$ cat config.mk
export PLATFORM = sky130hd
export DESIGN_NAME = cordic_peak_detect
export DESIGN_NICKNAME = d
export VERILOG_FILES = /design/src/rtl/cordic_peak_detect.sv
export SDC_FILE = /design/constraint.sdc
export NUM_CORES = 1
export LEC_CHECK = 0
export BUFFER_PORTS_ARGS = -buffer_cell sky130_fd_sc_hd__clkbuf_2
export CAP_MARGIN = 20
export CORE_UTILIZATION = 40
export CTS_CLUSTER_DIAMETER = 100
export DETAILED_ROUTE_END_ITERATION = 7
export GPL_ROUTABILITY_DRIVEN = 0
export GPL_TIMING_DRIVEN = 0
export PLACE_DENSITY = 0.6
export REMOVE_ABC_BUFFERS = 1
export SYNTH_ARGS = -nofsm -noshare
export SYNTH_HDL_FRONTEND = slang
export SYNTH_SLANG_ARGS = --single-unit
$ cat constraint.sdc
create_clock -name clk -period 2.7 [get_ports clk]
set_input_delay 0.135 -clock clk [delete_from_list [all_inputs] [get_ports clk]]
set_output_delay 0.135 -clock clk [all_outputs]
set_load 0.01 [all_outputs]
$ cat src/rtl/cordic_peak_detect.sv
// Per-frame peak search over CORDIC (amplitude, theta) bins: reports the strongest bin once per NFFT-bin frame.
// Optional PEAK_THRESH_EN adds a `thresh` input; frames whose peak falls below it report no peak.
module cordic_peak_detect #(
    parameter int WIDTH     = 16,
    parameter int NFFT      = 1024,
    parameter int IDX_W     = 10,
    parameter int HALF_SPEC = 1,
    parameter int SKIP_DC   = 1
) (
    input  logic             clk,
    input  logic             rst_n,
    input  logic             in_valid,
    input  logic             in_sof,
    input  logic [WIDTH-1:0] in_amp,
    input  logic [WIDTH-1:0] in_theta,
`ifdef PEAK_THRESH_EN
    input  logic [WIDTH-1:0] thresh,
`endif
    output logic             peak_valid,
    output logic [IDX_W-1:0] peak_idx,
    output logic [WIDTH-1:0] peak_amp,
    output logic [WIDTH-1:0] peak_theta,
    output logic             frame_err,
    output logic [15:0]      frame_cnt
);

    localparam logic [IDX_W-1:0] HALF_IDX = IDX_W'(NFFT / 2);
    localparam logic [IDX_W-1:0] LAST_IDX = IDX_W'(NFFT - 1);

    typedef enum logic {IDLE, ACCUM} state_t;

    state_t           state;
    logic [IDX_W-1:0] bin_cnt;
    logic [WIDTH-1:0] best_amp;
    logic [IDX_W-1:0] best_idx;
    logic [WIDTH-1:0] best_theta;

    logic             eligible;
    logic             take;
    logic [WIDTH-1:0] nxt_amp;
    logic [IDX_W-1:0] nxt_idx;
    logic [WIDTH-1:0] nxt_theta;
    logic [WIDTH-1:0] dc_amp;
    logic [WIDTH-1:0] dc_theta;
    logic             below_thresh;

    // Running best including the current sample, so the last bin's comparison lands in the report.
    always_comb begin
        eligible  = ((HALF_SPEC == 0) || (bin_cnt < HALF_IDX)) &&
                    ((SKIP_DC == 0) || (bin_cnt != '0));
        take      = eligible && (in_amp > best_amp);
        nxt_amp   = take ? in_amp   : best_amp;
        nxt_idx   = take ? bin_cnt  : best_idx;
        nxt_theta = take ? in_theta : best_theta;
        dc_amp    = (SKIP_DC != 0) ? '0 : in_amp;
        dc_theta  = (SKIP_DC != 0) ? '0 : in_theta;
`ifdef PEAK_THRESH_EN
        below_thresh = (nxt_amp < thresh);
`else
        below_thresh = 1'b0;
`endif
    end

    // NOTE: every register here, outputs included, is cleared by the async reset and updated with <= only.
    always_ff @(posedge clk or negedge rst_n) begin
        if (!rst_n) begin
            state      <= IDLE;
            bin_cnt    <= '0;
            best_amp   <= '0;
            best_idx   <= '0;
            best_theta <= '0;
            peak_valid <= 1'b0;
            peak_idx   <= '0;
            peak_amp   <= '0;
            peak_theta <= '0;
            frame_err  <= 1'b0;
            frame_cnt  <= '0;
        end else begin
            peak_valid <= 1'b0;
            frame_err  <= 1'b0;
            case (state)
                IDLE: begin
                    if (in_valid && in_sof) begin
                        state      <= ACCUM;
                        bin_cnt    <= IDX_W'(1);
                        best_amp   <= dc_amp;
                        best_idx   <= '0;
                        best_theta <= dc_theta;
                    end
                end
                ACCUM: begin
                    if (in_valid && in_sof) begin
                        // Short frame: flag it and treat this sample as bin 0 of a fresh frame.
                        frame_err  <= 1'b1;
                        bin_cnt    <= IDX_W'(1);
                        best_amp   <= dc_amp;
                        best_idx   <= '0;
                        best_theta <= dc_theta;
                    end else if (in_valid) begin
                        best_amp   <= nxt_amp;
                        best_idx   <= nxt_idx;
                        best_theta <= nxt_theta;
                        bin_cnt    <= bin_cnt + 1'b1;
                        if (bin_cnt == LAST_IDX) begin
                            state     <= IDLE;
                            frame_cnt <= frame_cnt + 16'd1;
                            if (!below_thresh) begin
                                peak_valid <= 1'b1;
                                peak_idx   <= nxt_idx;
                                peak_amp   <= nxt_amp;
                                peak_theta <= nxt_theta;
                            end
                        end
                    end
                end
                default: state <= IDLE;
            endcase
        end
    end

endmodule

==> results of run 1 <==
[power breakdown]
group / switching, mW / internal (mW) / total (mW) / leakage, nW
logic: 0.269 / 0.222 / 0.491 / 1.50
clock network: 0.730 / 1.54 / 2.27 / 0.294
registers: 0.0654 / 1.79 / 1.86 / 1.55
total: 1.06 / 3.56 / 4.62 / 3.35
[Yosys cell counts (4+ instances only)]
master | number | area share [%]
ha_1 | 19 | 5.0
o21ai_0 | 33 | 3.5
and3_1 | 6 | 0.79
nand4_1 | 6 | 0.79
a22o_1 | 42 | 7.7
nor2_1 | 16 | 1.3
dfrtp_1 | 113 | 59
xor2_1 | 10 | 1.8
inv_1 | 20 | 1.6
nand2_1 | 118 | 9.3
buf_6 | 5 | 1.2
buf_2 | 4 | 0.42
a21oi_1 | 13 | 1.4
nor3_1 | 4 | 0.42
clkbuf_1 | 12 | 0.94
nand3_1 | 9 | 0.94
xnor2_1 | 6 | 1.1
[layout make-up]
class	count	area (um2)	share of cell area [%]
flip-flops and latches	113	2828	43.84
multi-input cells	303	1824	28.28
repair buffers	138	939.7	14.57
clock buffers	26	499.2	7.740
well taps	143	178.9	2.774
clock inverters	5	100.1	1.552
inverters	21	80.08	1.242
[state kept, by name, summed over array words and instances, names as in the netlist, 10 cells and up]
register    count
best_amp       16
best_theta     16
frame_cnt      16
peak_amp       16
peak_theta     16
best_idx       10
bin_cnt        10
peak_idx       10
[kinds of logic after synthesis]
| family | Yosys count | synth area share [%] |
|---|---|---|
| AND/OR/NAND/NOR | 170 | 15.08 |
| flip-flops | 113 | 59.27 |
| AO/OA/AOI/OAI | 94 | 13.45 |
| buffers and inverters | 43 | 4.275 |
| adder cells (fa/ha/maj) | 19 | 4.983 |
| XOR/XNOR | 16 | 2.937 |
[stage by stage]
stage / cells / util (%) / setup TNS (ns) / worst slack (ns)
2_1_floorplan: 433 / - / -59.00 / -1.002
3_3_place_gp: 671 / 46.02 / -221.17 / -2.978
3_5_place_dp: 674 / 46.87 / -19.73 / -0.6982
4_1_cts: 742 / 55.36 / 0 / 0.01566
5_1_grt: 749 / 56.01 / -0.03121 / -0.01011
6_report: 749 / 56.01 / 0 / 0.1153
[metal layers]
layer | share of wire, % | wire length, um
met1 | 46 | 5421
met2 | 48 | 5616
met3 | 4.1 | 479
met4 | 1.5 | 171
met5 | 0 | 0
[worst paths after layout]
path | start | cells past startpoint | endpoint
max in group asynchronous | rst_n | 2 | best_theta[9]$_DFFE_PN0P_
max | best_amp[7]$_DFFE_PN0P_ | 8 | best_theta[15]$_DFFE_PN0P_
min | in_amp[15] | 2 | best_amp[15]$_DFFE_PN0P_
min reg2reg | best_idx[9]$_DFFE_PN0P_ | 2 | peak_idx[9]$_DFFE_PN0P_
min in group asynchronous | rst_n | 2 | peak_amp[5]$_DFFE_PN0P_
max reg2reg | best_amp[7]$_DFFE_PN0P_ | 8 | best_theta[15]$_DFFE_PN0P_
[critical path: cells and delay by family (launching register included)]
family | cells | cell delay (ns)
and+or+nand+nor | 2 | 0.73
buffers and inverters | 1 | 0.06
DFF | 1 | 0.35
AOI/OAI and AO/OA | 4 | 1.02
adders and majority gates | 1 | 0.31
[placed cells by master (no fill, tap or decap), types with 2 or more instances in the layout]
cell type,instances
a21o_4,4
a21oi_1,13
a22o_1,42
a31oi_1,2
and2_1,2
and3_1,6
buf_16,2
buf_4,7
bufinv_16,3
clkbuf_1,5
clkbuf_16,17
clkbuf_2,94
clkbuf_8,5
clkinv_2,3
dfrtp_1,113
dlygate4sd3_1,32
ha_1,19
inv_1,20
nand2_1,118
nand3_1,8
nand4_1,6
nor2_1,14
nor3_1,4
nor4_1,3
o21ai_0,32
xnor2_1,6
xor2_1,10
[what timing repair did]
item	CTS	global route
hold buffers	32	0
hold endpoints to repair	144	0
gates resized for setup	4	4
buffers inserted	4	3
setup endpoints to repair	86	51
pin swaps	4	3
gates cloned	1	3
==> reports/qor.yml, run 1 <==
run_status: "finished, violations left"
pwr_density_cell_nw_per_um2: 716.4
use_met2_pct: 31.37
critPathArrivalTime_ns: 2.87
die_h_um: 111.2
slowest_stage: "or4_1"
slowest_delay_ns: 0.58
drt_wl_total_um: 11690
clk_pin_slew_ns: 0.05
yosys_warnings: 0
antenna_cells: 0
drt-wirelength-per-cell_um: 15.61
synth_edf_count: 0
regToRegSetupSlack_ns: 0.12
antenna_found_initial: 0
area_growth_pct: 35.20
cts.sinks: 113
first_iter_violations: 286
clk_latency_ns: 0.41
holdWs_ns: 0.01828
fin_area_um2: 6450
layout-drive-gt1-share_pct: 23.43
fin_crit_sh_pct: 95.73
vias: 3819
synth_ff_type: "dfrtp_1"
cp-start-kind: "flop"
fmax_mhz: 386.9
clockRootBuffer: "clkbuf_16"
path_class: "flop to flop"
clk_path_buf_depth: 2
synth-seq-cells: 113
cts_tree: "built"
fin_crit_ns: 2.585
antenna_left: 0
post_dp_cell_area_um2: 5398
fin_nets: 649
grt_util_met3_pct: 4.866
maxCapViolCount: 0
finalHoldViolations: 0
die_width_um: 111.2
worstMarginPinSlew_ns: 0.8987
portBuffers: 95
h-tree-depth: 4
dr.pass1.iters: 6
worstPathCellList: "inv_1 > ha_1 > nand4_1 > or4_1 > a21o_1 > a31o_2 > a21o_4 > a22o_1"
synthArstFlopShare_pct: 100.0
netlist_instances: 455
synth-seq-area-share_pct: 59.27
grt.busiest_layer: "met2"
maxSlewHeadroom_pct: 40.09
setup_violations: 0
first_global_vias: 3752
core-area_um2: 11520
violations: "design-rule violations"
ys_types: 31
peakVddDrop_mv: 0.3074
start_util_pct: 41.43
avgSynthCellArea_um2: 10.49
final.setup_skew_ns: 0.01179
num_rows: 39
grt_first_pass_wirelength_um: 18860
num_io_pins: 96
gr-total-overflow: 0
detail_route.vias_per_cell: 5.099
die_area_um2: 12370
use_met1_pct: 24.97
required_ns: 2.99
grt_max_degree: 114
syn_area_um2: 4771
cp_max_fo: 11
fillCellCount: 999
power_mw: 4.621
maxSlewViolCount: 0
min_path_type: "input port to flop"
drc_errors: 14
endpoint_kind: "flop"
place_hpwl_um: 6758
grt_usage_pct: 19.43
cts_buffers: 17
leakagePower_nw: 3.346
Note: power is estimated with default switching activity, not from simulation.
==> run 2: changes to the inputs <==
--- a/config.mk
+++ b/config.mk
@@ -7,6 +7,7 @@
 export LEC_CHECK = 0
 export BUFFER_PORTS_ARGS = -buffer_cell sky130_fd_sc_hd__clkbuf_2
 export CAP_MARGIN = 20
+export CORE_ASPECT_RATIO = 1.4
 export CORE_UTILIZATION = 40
 export CTS_CLUSTER_DIAMETER = 100
 export DETAILED_ROUTE_END_ITERATION = 7
==> constraint.sdc (replaced) <==
create_clock -name clk -period 2.7 [get_ports clk]
set_input_delay 0 -clock clk [delete_from_list [all_inputs] [get_ports clk]]
set_output_delay 0 -clock clk [all_outputs]
set_load 0.01 [all_outputs]
==> run 2 against run 1 <==
  * The run now ends clean
  * Global-route usage rose by 0.63 points
  * Utilization is 0.85 points higher
  * Die area is essentially flat
  * Routed wire length is essentially flat
  * Critical path depth unchanged
  * Clock skew fell by 0.0029 ns
  * Design area rose by 0.97%
  * Non-clock buffer count unchanged
  * Register-to-register slack improved by 0.02 ns
  * Count of clock-buffer cells in the layout decreased by 4
  * Via count is 0.58% lower
  * Critical path type unchanged
  * Critical endpoint is now best_idx[0]$_DFFE_PN0P_
==> reports/qor.yml, run 2 (synthesis results as in run 1) <==
run_status: "complete, no violations"
final_common_cell: "nand2_1"
leakagePower_nw: 3.365  # +0.58%
switching_share_pct: 23.21  # +0.18 points
cp_max_fo: 10  # -1
antenna_found_initial: 0  # unchanged
path_delay_family: "compound AO/OA/AOI/OAI gates"
critPathArrivalTime_ns: 2.85  # -0.02 ns
dr.pass1.iters: 5  # -1
place_hpwl_um: 6768  # +0.15%
clk_latency_ns: 0.40  # about the same
layout_common_cells: "nand2_1 (118), dfrtp_1 (113), clkbuf_2 (94), a22o_1 (42), dlygate4sd3_1 (36)"
clk_pin_slew_ns: 0.05  # about the same
first_global_vias: 3872  # +3.2%
portBuffers: 95  # unchanged
die_area_um2: 12370  # about the same
fin_crit_sh_pct: 94.90  # -0.83 points
min_path_type: "input port to asynchronous set/reset pin"
setup_violations: 0  # unchanged
worstPathCellList: "inv_1 > ha_1 > nand4_1 > or4_4 > a21o_1 > a31o_2 > a21o_2 > a22o_1"
detail_route.vias_per_cell: 5.049  # -0.97%
cts_buffers: 17  # unchanged
fin_crit_ns: 2.562  # -0.02229 ns
cp-start-kind: "flop"
fmax_mhz: 390.3  # +0.87%
vias: 3797  # -0.58%
drt_wl_total_um: 11690  # about the same
post-route-util_pct: 56.86  # +0.85 points
endpoint_kind: "flop"
grt_max_degree: 114  # unchanged
h-tree-depth: 4  # unchanged
peakVddDrop_mv: 0.4423  # +44%
grt_usage_pct: 20.06  # +0.63 points
fillCellCount: 989  # -1.0%
clk_path_buf_depth: 2  # unchanged
required_ns: 2.99  # about the same
layout-drive-gt1-share_pct: 23.68  # +0.25 points
p_comb_share_pct: 10.8  # +0.2 points
seqPwrFrac_pct: 39.3  # -0.9 points
rsz0062_at_grt: "false"
grt_first_pass_wirelength_um: 19150  # +1.5%
maxSlewViolCount: 0  # unchanged
path_class: "flop to flop"
drc_errors: 0  # -14
fin_nets: 650  # +0.15%
clock_power_share_pct: 50.0  # +0.9 points
holdWs_ns: 0.2626  # +0.2443 ns
gr-total-overflow: 0  # unchanged
num_rows: 46  # +18%
cts.sinks: 113  # unchanged
final.setup_skew_ns: 0.008892  # -0.002895 ns
antenna_left: 0  # unchanged
area_growth_pct: 36.51
drt-wirelength-per-cell_um: 15.55  # -0.38%
cp_num_buf_inv: 1  # unchanged
worstMarginPinSlew_ns: 0.9966  # +0.09793 ns
die_h_um: 131.2  # +18%
worst_slack_ns: 0.1376  # +0.02229 ns
first_iter_violations: 154  # -46%
num_io_pins: 96  # unchanged
cts_tree: "built"
place_ws_ns: -1.063  # -0.3647 ns
clockRootBuffer: "clkbuf_16"
internal_power_mw: 3.636  # +2.2%
start_util_pct: 41.65  # +0.23 points
core-area_um2: 11450  # -0.54%
slowest_delay_ns: 0.54  # -0.04 ns
maxSlewHeadroom_pct: 33.11  # -7.0 points
die_width_um: 94.30  # -15%
slowest_stage: "or4_4"
maxCapViolCount: 0  # unchanged
switchingPower_mw: 1.099  # +3.3%
finalHoldViolations: 0  # unchanged
pwr_density_cell_nw_per_um2: 727.0  # +1.5%
antenna_cells: 0  # unchanged
==> run 2: changes by cell type in the layout (fill, tap and decap cells not counted), moves of 2 or more <==
cell	previous run	this run
buf_4	7	4
nor2_4	1	3
dlygate4sd3_1	32	36
clkbuf_1	5	2
==> run 2: worst paths after layout <==
check	start	endpoint	slack, ns	cells past startpoint
hold reg to reg	best_theta[11]$_DFFE_PN0P_	peak_theta[11]$_DFFE_PN0P_	0.46	2
hold / removal	rst_n	peak_amp[6]$_DFFE_PN0P_	0.26	2
setup reg to reg	best_amp[15]$_DFFE_PN0P_	best_idx[0]$_DFFE_PN0P_	0.14	8
min in group clk	in_theta[0]	best_theta[0]$_DFFE_PN0P_	0.37	3
max in group asynchronous	rst_n	peak_theta[7]$_DFFE_PN0P_	1.78	2
setup / recovery	best_amp[15]$_DFFE_PN0P_	best_idx[0]$_DFFE_PN0P_	0.14	8
==> run 2: worst register-to-register path, stage by stage (launching register included) <==
cell and delay [ns]:
dfrtp_1 0.35, inv_1 0.06, ha_1 0.31, nand4_1 0.13
or4_4 0.54, a21o_1 0.16, a31o_2 0.32, a21o_2 0.36
a22o_1 0.22
==> run 2: timing repair <==
action / 4_1_cts / 5_1_grt
pin swaps: 5 / 2
cloned: 3 / 2
setup buffers: 3 / 2
hold endpoints to repair: 147 / 0
gates resized for setup: 8 / 3
setup endpoints to repair: 86 / 52
hold buffers: 36 / 0
==> run 2: final cells by class <==
cell class | count | area (um2) | area share, %
clock buffer | 22 | 474.2 | 7.281
clock inverter | 10 | 156.4 | 2.402
inverter | 21 | 86.33 | 1.326
multi-input combinational | 304 | 1838 | 28.22
sequential | 113 | 2828 | 43.42
tap | 144 | 180.2 | 2.767
timing repair buffer | 138 | 949.7 | 14.58
==> run 2: power by group through the flow <==
stage	Clock (mW)	Combinational, mW	Sequential, mW
after floorplan	0	0.252	1.87
after global placement	0	0.387	1.88
after detailed placement	0	0.415	1.89
after CTS	2.40	0.498	1.86
after global routing	2.49	0.566	1.87
final	2.37	0.509	1.86
==> run 2: per-layer routing <==
metal  share of wire (%)  wire length (um)  track usage (%)
met5                   0                 0                0
met4                 1.3               152            8.462
met3                 3.3               389            4.456
met2                  51              5917            32.41
met1                  45              5232            25.55
==> run 2: metrics by stage <==
step | instances | TNS [ns] | power (mW) | instance area [um2]
2_1_floorplan | 433 | -59.00 | 2.121 | 4646
3_5_place_dp | 674 | -34.83 | 2.300 | 5379
6_report | 752 | 0 | 4.735 | 6513
5_1_grt | 752 | 0 | 4.930 | 6513
4_1_cts | 748 | 0 | 4.761 | 6467
3_3_place_gp | 672 | -198.81 | 2.271 | 5301
==> run 3: changes to the inputs <==
==> constraint.sdc (replaced) <==
create_clock -name clk -period 2.5 [get_ports clk]
set_input_delay 0 -clock clk [delete_from_list [all_inputs] [get_ports clk]]
set_output_delay 0 -clock clk [all_outputs]
set_load 0.01 [all_outputs]
==> run 3 against run 2 <==
  * The run now ends with negative setup slack left
  * Utilization grew 0.96 points
  * Count of clock-buffer cells in the layout stayed put
  * Via count up 1.7%
  * Critical path type unchanged
==> reports/qor.yml, run 3 (synthesis results as in run 1) <==
run_status: "finished, violations left"
violations: "negative setup slack"
core-area_um2: 11450  # unchanged
start_util_pct: 41.65  # unchanged
crit-reg2reg-launch: "best_amp[15]$_DFFE_PN0P_"
critPathArrivalTime_ns: 2.80  # -0.05 ns
maxSlewHeadroom_pct: 36.15  # +3.0 points
setup_violations: 1  # +1
area_growth_pct: 38.81
final.setup_skew_ns: 0.004879  # -0.004012 ns
drt_wl_total_um: 12360  # +5.7%
num_rows: 46  # unchanged
required_ns: 2.79  # -0.20 ns
clk_path_buf_depth: 2  # unchanged
first_global_vias: 4000  # +3.3%
cp-start-kind: "flop"
vias: 3861  # +1.7%
antenna_cells: 0  # unchanged
detail_route.vias_per_cell: 5.094  # +0.88%
num_io_pins: 96  # unchanged
antenna_left: 0  # unchanged
maxSlewViolCount: 0  # unchanged
clk_pin_slew_ns: 0.05  # about the same
die_h_um: 131.2  # unchanged
path_class: "flop to flop"
grt_max_degree: 114  # unchanged
grt_first_pass_wirelength_um: 20460  # +6.8%
drc_errors: 0  # unchanged
maxCapViolCount: 0  # unchanged
grt_usage_pct: 21.67  # +1.6 points
place_hpwl_um: 6768  # unchanged
worstMarginPinSlew_ns: 0.9543  # -0.04236 ns
dp_cells: 674  # unchanged
leakagePower_nw: 3.403  # +1.1%
min_path_type: "input port to asynchronous set/reset pin"
fillCellCount: 972  # -1.7%
drt-wirelength-per-cell_um: 16.30  # +4.8%
dr.pass1.iters: 4  # -1
gr-total-overflow: 0  # unchanged
fin_cells: 758  # +0.80%
clockRootBuffer: "clkbuf_16"
pwr_density_cell_nw_per_um2: 783.3  # +7.7%
rsz0062_at_grt: "true"
fin_crit_sh_pct: 100.3  # +5.4 points
power_mw: 5.187  # +9.6%
final_common_cell: "nand2_1"
fin_nets: 656  # +0.92%
cts_tree: "built"
die_area_um2: 12370  # unchanged
die_width_um: 94.30  # unchanged
cp_max_fo: 5  # -5
peakVddDrop_mv: 0.4807  # +8.7%
endpoint_kind: "flop"
first_iter_violations: 176  # +14%
fin_crit_ns: 2.509  # -0.05390 ns
worst_slack_ns: -0.008516  # -0.1461 ns
clk_latency_ns: 0.40  # about the same
critPathLaunch: "best_amp[15]$_DFFE_PN0P_"
post-route-util_pct: 57.82  # +0.96 points
fmax_mhz: 398.6  # +2.1%
cts_buffers: 17  # unchanged
finalHoldViolations: 0  # unchanged
h-tree-depth: 4  # unchanged
portBuffers: 95  # unchanged
antenna_found_initial: 0  # unchanged
layout_common_cells: "nand2_1 (118), dfrtp_1 (113), clkbuf_2 (94), a22o_1 (42), dlygate4sd3_1 (36)"
layout-drive-gt1-share_pct: 25.24  # +1.6 points
cts.sinks: 113  # unchanged
reg2reg_depth: 8  # unchanged
tns_ns: -0.008516  # -0.008516 ns
==> run 3: cell types whose count changed in the layout (fill, tap and decap cells not counted), moves of 3 or more <==
cell / change
ha_1: -3
inv_2: +3
inv_1: -3
ha_4: +3
==> run 3: path summary, 6_finish.rpt <==
check / end / slack [ns]
setup / recovery: best_theta[3]$_DFFE_PN0P_ / -0.009
hold / removal: peak_amp[6]$_DFFE_PN0P_ / 0.22
setup reg to reg: best_theta[3]$_DFFE_PN0P_ / -0.009
hold reg to reg: peak_theta[11]$_DFFE_PN0P_ / 0.46
max in group asynchronous: best_idx[8]$_DFFE_PN0P_ / 1.56
min in group clk: best_theta[0]$_DFFE_PN0P_ / 0.37
==> run 3: final cells by class <==
type | instances | area [um2] | area share [%]
Inverter | 21 | 91.34 | 1.379
Multi-Input combinational cell | 308 | 1924 | 29.06
Tap cell | 144 | 180.2 | 2.721
Clock buffer | 22 | 474.2 | 7.160
Timing Repair Buffer | 140 | 968.4 | 14.62
Sequential cell | 113 | 2828 | 42.70
Clock inverter | 10 | 156.4 | 2.362
==> run 3: report_power, final <==
part | leakage, nW | internal (mW) | switching, mW
logic | 1.54 | 0.279 | 0.341
registers | 1.55 | 1.94 | 0.0740
clock network | 0.310 | 1.74 | 0.816
total | 3.40 | 3.96 | 1.23
==> run 3: stage by stage <==
| step | hold slack, ns | setup WS (ns) | instance area, um2 |
|---|---|---|---|
| 4_1_cts | 0.3313 | 0.001613 | 6591 |
| 2_1_floorplan | -0.2956 | -1.202 | 4646 |
| 5_1_grt | 0.3579 | -0.05146 | 6623 |
| 3_5_place_dp | 0.1968 | -1.263 | 5379 |
| 3_3_place_gp | 0.2298 | -3.029 | 5301 |
| 6_report | 0.2208 | -0.008516 | 6623 |
==> run 3: metal layers <==
metal	track usage (%)	share of wire, %
met5	0	0
met4	8.205	1.4
met2	35.71	51
met3	4.167	3.6
met1	27.79	44
==> run 3: worst max-delay path, stage by stage (launching register included) <==
cell and delay, ns:
dfrtp_1 0.37, inv_2 0.06, ha_4 0.27, nand4_1 0.11, or4_4 0.54, a21o_1 0.22, a31o_4 0.27, a21o_2 0.31
a22o_1 0.23
==> run 3: repair_timing <==
| item | in CTS | in global routing |
|---|---|---|
| endpoints found under the hold margin | 147 | 0 |
| hold buffers | 36 | 0 |
| setup buffers | 5 | 1 |
| gates cloned | 9 | 0 |
| pin swaps | 9 | 0 |
| gates resized for setup | 19 | 2 |
| endpoints found under the setup margin | 86 | 52 |
